==> config.mk <==
export PLATFORM = sky130hd
export DESIGN_NAME = seq_pattern_gen
export DESIGN_NICKNAME = d
export VERILOG_FILES = /design/src/rtl/seq_gen_pkg.sv /design/src/rtl/seq_bit_counter.sv /design/src/rtl/seq_pattern_gen.sv
export SDC_FILE = /design/constraint.sdc
export NUM_CORES = 1
export LEC_CHECK = 0
export CAP_MARGIN = 25
export CORE_MARGIN = 3
export CORE_UTILIZATION = 58
export CTS_BUF_LIST = sky130_fd_sc_hd__clkbuf_2
export DETAILED_ROUTE_END_ITERATION = 10
export PLACE_DENSITY_LB_ADDON = 0.1
export SLEW_MARGIN = 10
export SYNTH_ARGS = -nofsm -noshare
export SYNTH_HDL_FRONTEND = slang
export SYNTH_HIERARCHICAL = 1
export SYNTH_SLANG_ARGS = --single-unit
==> constraint.sdc <==
create_clock -name clk -period 2.8 [get_ports clk]
set_input_delay 0.56 -clock clk [delete_from_list [all_inputs] [get_ports clk]]
set_output_delay 0.56 -clock clk [all_outputs]
set_load 0.02 [all_outputs]
==> src/rtl/seq_gen_pkg.sv <==
// Shared definitions for the serial pattern generator: FSM state encoding
// and the default pattern register width.
package seq_gen_pkg;

    localparam int unsigned PW_DEFAULT = 8;

    typedef enum logic [1:0] {
        IDLE  = 2'b00,
        SHIFT = 2'b01,
        GAP   = 2'b10,
        DONE  = 2'b11
    } state_t;

endpackage

==> src/rtl/seq_bit_counter.sv <==
// Loadable down-counter with a zero flag. Used for both the bit counter
// and the repetition counter of the pattern generator.
module seq_bit_counter #(
    parameter int unsigned W = 3
) (
    input  logic         clk,
    input  logic         rst,
    input  logic         load,
    input  logic [W-1:0] load_value,
    input  logic         dec,
    output logic         zero
);

    logic [W-1:0] count;

    // Load wins over decrement; decrement stops at zero so the count never wraps.
    always_ff @(posedge clk) begin
        if (rst) begin
            count <= '0;
        end else if (load) begin
            count <= load_value;
        end else if (dec && (count != '0)) begin
            count <= count - 1'b1;
        end
    end

    assign zero = (count == '0);

endmodule

==> src/rtl/seq_pattern_gen.sv <==
// Serial pattern generator: sends pattern[len:0] MSB-first, repeated
// reps+1 times with gap idle cycles between repetitions, then pulses done.
module seq_pattern_gen
    import seq_gen_pkg::*;
#(
    parameter int unsigned PW = PW_DEFAULT
) (
    input  logic                  clk,
    input  logic                  rst,
    input  logic                  start,
    input  logic [PW-1:0]         pattern,
    input  logic [$clog2(PW)-1:0] len,
    input  logic [3:0]            reps,
    input  logic [1:0]            gap,
    output logic                  out,
    output logic                  out_valid,
    output logic                  busy,
    output logic                  done
);

    localparam int unsigned  LW  = $clog2(PW);
    localparam logic [LW-1:0] TOP = LW'(PW - 1);

    state_t        state;
    logic [PW-1:0] pat_r;     // captured pattern, active MSB aligned to bit PW-1
    logic [PW-1:0] sh;        // bits still to send in the current repetition
    logic [LW-1:0] len_r;
    logic [1:0]    gap_r;
    logic [1:0]    gap_cnt;

    logic [PW-1:0] aligned;
    logic [LW-1:0] bit_load_value;
    logic          bit_load, bit_dec, bit_zero;
    logic          rep_load, rep_dec, rep_zero;

    // Left-align the active bits so the shift path always reads bit PW-1.
    always_comb begin
        aligned = pattern << (TOP - len);
    end

    // Counter control derived from the current state and counter flags.
    always_comb begin
        bit_load       = 1'b0;
        bit_dec        = 1'b0;
        rep_load       = 1'b0;
        rep_dec        = 1'b0;
        bit_load_value = (state == IDLE) ? len : len_r;
        case (state)
            IDLE: begin
                if (start) begin
                    bit_load = 1'b1;
                    rep_load = 1'b1;
                end
            end
            SHIFT: begin
                if (!bit_zero) begin
                    bit_dec = 1'b1;
                end else if (!rep_zero) begin
                    rep_dec = 1'b1;
                    if (gap_r == '0) begin
                        bit_load = 1'b1;
                    end
                end
            end
            GAP: begin
                if (gap_cnt == '0) begin
                    bit_load = 1'b1;
                end
            end
            default: ;
        endcase
    end

    seq_bit_counter #(.W(LW)) u_bit_cnt (
        .clk        (clk),
        .rst        (rst),
        .load       (bit_load),
        .load_value (bit_load_value),
        .dec        (bit_dec),
        .zero       (bit_zero)
    );

    seq_bit_counter #(.W(4)) u_rep_cnt (
        .clk        (clk),
        .rst        (rst),
        .load       (rep_load),
        .load_value (reps),
        .dec        (rep_dec),
        .zero       (rep_zero)
    );

    // Moore FSM with registered outputs; the bit on out matches the state shown.
    always_ff @(posedge clk) begin
        if (rst) begin
            state     <= IDLE;
            out       <= 1'b0;
            out_valid <= 1'b0;
            busy      <= 1'b0;
            done      <= 1'b0;
            pat_r     <= '0;
            sh        <= '0;
            len_r     <= '0;
            gap_r     <= '0;
            gap_cnt   <= '0;
        end else begin
            case (state)
                IDLE: begin
                    out       <= 1'b0;
                    out_valid <= 1'b0;
                    busy      <= 1'b0;
                    done      <= 1'b0;
                    if (start) begin
                        pat_r     <= aligned;
                        sh        <= aligned << 1;
                        len_r     <= len;
                        gap_r     <= gap;
                        out       <= aligned[PW-1];
                        out_valid <= 1'b1;
                        busy      <= 1'b1;
                        state     <= SHIFT;
                    end
                end
                SHIFT: begin
                    if (!bit_zero) begin
                        out <= sh[PW-1];
                        sh  <= sh << 1;
                    end else if (!rep_zero) begin
                        if (gap_r == '0) begin
                            out <= pat_r[PW-1];
                            sh  <= pat_r << 1;
                        end else begin
                            gap_cnt   <= gap_r - 2'd1;
                            out       <= 1'b0;
                            out_valid <= 1'b0;
                            state     <= GAP;
                        end
                    end else begin
                        out       <= 1'b0;
                        out_valid <= 1'b0;
                        done      <= 1'b1;
                        state     <= DONE;
                    end
                end
                GAP: begin
                    if (gap_cnt == '0) begin
                        out       <= pat_r[PW-1];
                        sh        <= pat_r << 1;
                        out_valid <= 1'b1;
                        state     <= SHIFT;
                    end else begin
                        gap_cnt <= gap_cnt - 2'd1;
                    end
                end
                DONE: begin
                    busy  <= 1'b0;
                    done  <= 1'b0;
                    state <= IDLE;
                end
                default: state <= IDLE;
            endcase
        end
    end

endmodule

==> results of run 1 <==
==> cells in the final DEF (no fill, tap or decap), types with 7 or more instances in the layout <==
| cell type | count |
|---|---|
| nand2_1 | 30 |
| mux2_2 | 9 |
| inv_1 | 15 |
| nor2_1 | 28 |
| dfxtp_1 | 35 |
| nor3_1 | 9 |
| a21oi_1 | 19 |
| ha_1 | 7 |
| buf_4 | 10 |
| clkdlybuf4s50_1 | 23 |
==> through the flow <==
stage | setup WS [ps] | utilization
CTS | 248 | 0.715
finish | 230 | 0.715
detailed placement | 278 | 0.705
global placement | 336 | 0.705
global route | 69.7 | 0.715
floorplan | 570 | -
==> sequential cells by signal, summed over array words and instances, names as in the netlist <==
signal	cells
pat_r	8
sh	7
u_rep_cnt/count	4
len_r	3
u_bit_cnt/count	3
gap_cnt	2
gap_r	2
state	2
busy	1
done	1
out	1
out_valid	1
==> cell usage after synthesis (all sizes together) (6+ instances only) <==
library cell and number:
nand2 30, ha 7, nor3 9, nand2b 6, dfxtp 35, a21oi 19, nor2 28, clkbuf 10
mux2 9, inv 15
==> layout make-up <==
cell class              count  area share
clock inverters             2     0.00356
flip-flops and latches     35       0.285
multi-input cells         189       0.531
inverters                  15      0.0229
well taps                  46      0.0234
repair buffers             33       0.124
clock buffers               5      0.0102
==> cell families (layout without fill, tap and decap cells) <==
family	Yosys count	count (layout)	synth area share
XOR/XNOR	1	1	0.00413
AND/OR/NAND/NOR	98	98	0.230
multiplexers	17	17	0.103
flip-flops	35	35	0.330
buffers and inverters	30	55	0.0548
AO/OA/AOI/OAI	66	66	0.237
adder cells (fa/ha/maj)	7	7	0.0412
==> worst max-delay path: cells and delay by family, from the launching register on <==
family / cells / cell delay, ps
AOI/OAI and AO/OA: 2 / 400
adders and majority gates: 1 / 230
DFF: 1 / 380
buffers and inverters: 3 / 420
and+or+nand+nor: 3 / 1000
==> power by group <==
group          switching [mW]  internal, mW  leakage, nW
sequential              0.110         0.658        0.288
combinational           0.817         0.610        0.620
clock                   0.168        0.0528       0.0262
==> path summary, 6_finish.rpt <==
check | slack [ps] | to | cells past startpoint | startpoint
max | 230 | sh[6] | 9 | u_rep_cnt/count[1]
min reg2reg | 470 | len_r[0] | 2 | len_r[0]
max reg2reg | 230 | sh[6] | 9 | u_rep_cnt/count[1]
min | 470 | len_r[0] | 2 | len_r[0]
==> per-layer routing <==
metal	share of wire	wire length [µm]
met5	0	0
met3	0.049	235
met1	0.45	2190
met2	0.49	2350
met4	0.0099	48
==> impl_results.md, run 1 <==
* Largest area contributor in the netlist: dfxtp_1
* Kind of critical path: reg -> reg
* GRT busiest layer: met2
* Area after DPL at 2430 µm²
* GRT met2 Usage at 0.424
* Final hold violations at 0
* Total power at 2.41 mW
* IO Count at 24
* Mapped Cells at 254
* Clock transition at path regs at 180 ps
* Fin Hold WS at 469 ps
* Leakage at 0.934 nW
* Root Buffer: clkbuf_2
* DIE WIDTH at 66.5 µm
* Slew margin rel. at 0.596
* Outcome: completed
* EDFF count, synth at 0
* DP Cell Count at 318
* Die H at 66.5 µm
* CP most frequent cell: inv_1
* CP max-delay cell: or4_1
* Final Skew at 19.9 ps
* Initial Util at 0.617
* Post-Syn Area at 2120 µm²
* 1st-iter DRT viols at 119
* Number of synthesized register bits at 35
* Row count at 21
* Core area at 3440 µm²
* Wirelength per Cell at 14.9 µm
* Worst ir drop on vdd at 0.465 mV
* Tightest Pin Transition at 604 ps
* Class of the worst hold path: reg -> reg
* GRT met3 Usage at 0.0658
* Seq/Total Area, Yosys at 0.330
* Slew Limit Fails at 0
* Fraction of registers with async set/reset at 0
* Register area at 701 µm²
* GR Overflow Total at 0
* P per Cell Area at 982 nW/µm²
* Met1 Use GR at 0.319
* Synth top area share at 0.330
* Post-Syn Area per Cell at 8.36 µm²
* Layout area overhead at 15.9%
* Detailed-placement wirelength estimate at 3540 µm
* Clk sinks at 35
* All-Layer GR Usage at 0.252
* CP endpoint kind: flop
* Sequence of cells on the critical path: inv_1 > ha_1 > or3b_4 > inv_1 > o311a_1 > or4_1 > buf_4 > nor3_1 > a2111oi_0
* Largest cells by area after synthesis: dfxtp_1 33%, nand2_1 5.3%, nor2_1 4.9%
* CTS tree: built
* Antenna Nets Post-Route at 0
* Yosys Warn Count at 6
* Die area at 4420 µm²
* Layout filler cell count at 278
* Vias in the first global route at 1884
* Synth cell types at 49
* RSZ-0062 raised after global routing: no
* Initial antenna violation count at 0
* Minimum clock period at 2570 ps
* Max_cap viols at 0
* Synth Flop Type: dfxtp_1
* CTS H-tree lvls at 2
* Post-CTS sizing at 0
* Clock Latency Late Sink at 380 ps
* Fin crit share at 0.918
* Vias per cell at 5.98
* Antenna diodes at 0
* Max stage delay on crit path at 560 ps
* Largest net degree at the start of global routing at 18
* Startpoint types: flop
* Post-Synthesis Net Count at 281
* Post-CTS setup buffer count at 0
* Port-buffer cells at 23
* Iteration count of the initial detailed-routing pass at 4
* Worst Path Required at 3040 ps
* Nets@finish at 306
* Fin Setup TNS at 0 ps
* Multi-input gate area at 1310 µm²
* DRC viols at 0
* Hold-fix buffers at CTS at 0
* First-pass GRT wire length at 8630 µm
* Peak fanout along the critical path at 7
* Layout Cells excl Fill at 325
* Setup violations, final at 0
* CP arrival at 2810 ps
* Routed Wire Length at 4830 µm
* Post-route cell area at 2460 µm²
* CTS buffer count at 5
* Clk buf depth at 2
* Fmax at 389 MHz
* Layout cells sized above 1 at 0.125
* GPL Wtd Cong at 0.816
* Via count at 1943
Note: power is estimated with default switching activity, not from simulation.
==> run 2, diff against run 1 <==
--- a/config.mk
+++ b/config.mk
@@ -5,7 +5,7 @@
 export SDC_FILE = /design/constraint.sdc
 export NUM_CORES = 1
 export LEC_CHECK = 0
-export CAP_MARGIN = 25
+export CAP_MARGIN = 40
 export CORE_MARGIN = 3
 export CORE_UTILIZATION = 58
 export CTS_BUF_LIST = sky130_fd_sc_hd__clkbuf_2
==> results of run 2 <==
The final DEF is identical to that of run 1; final timing and power are the same.
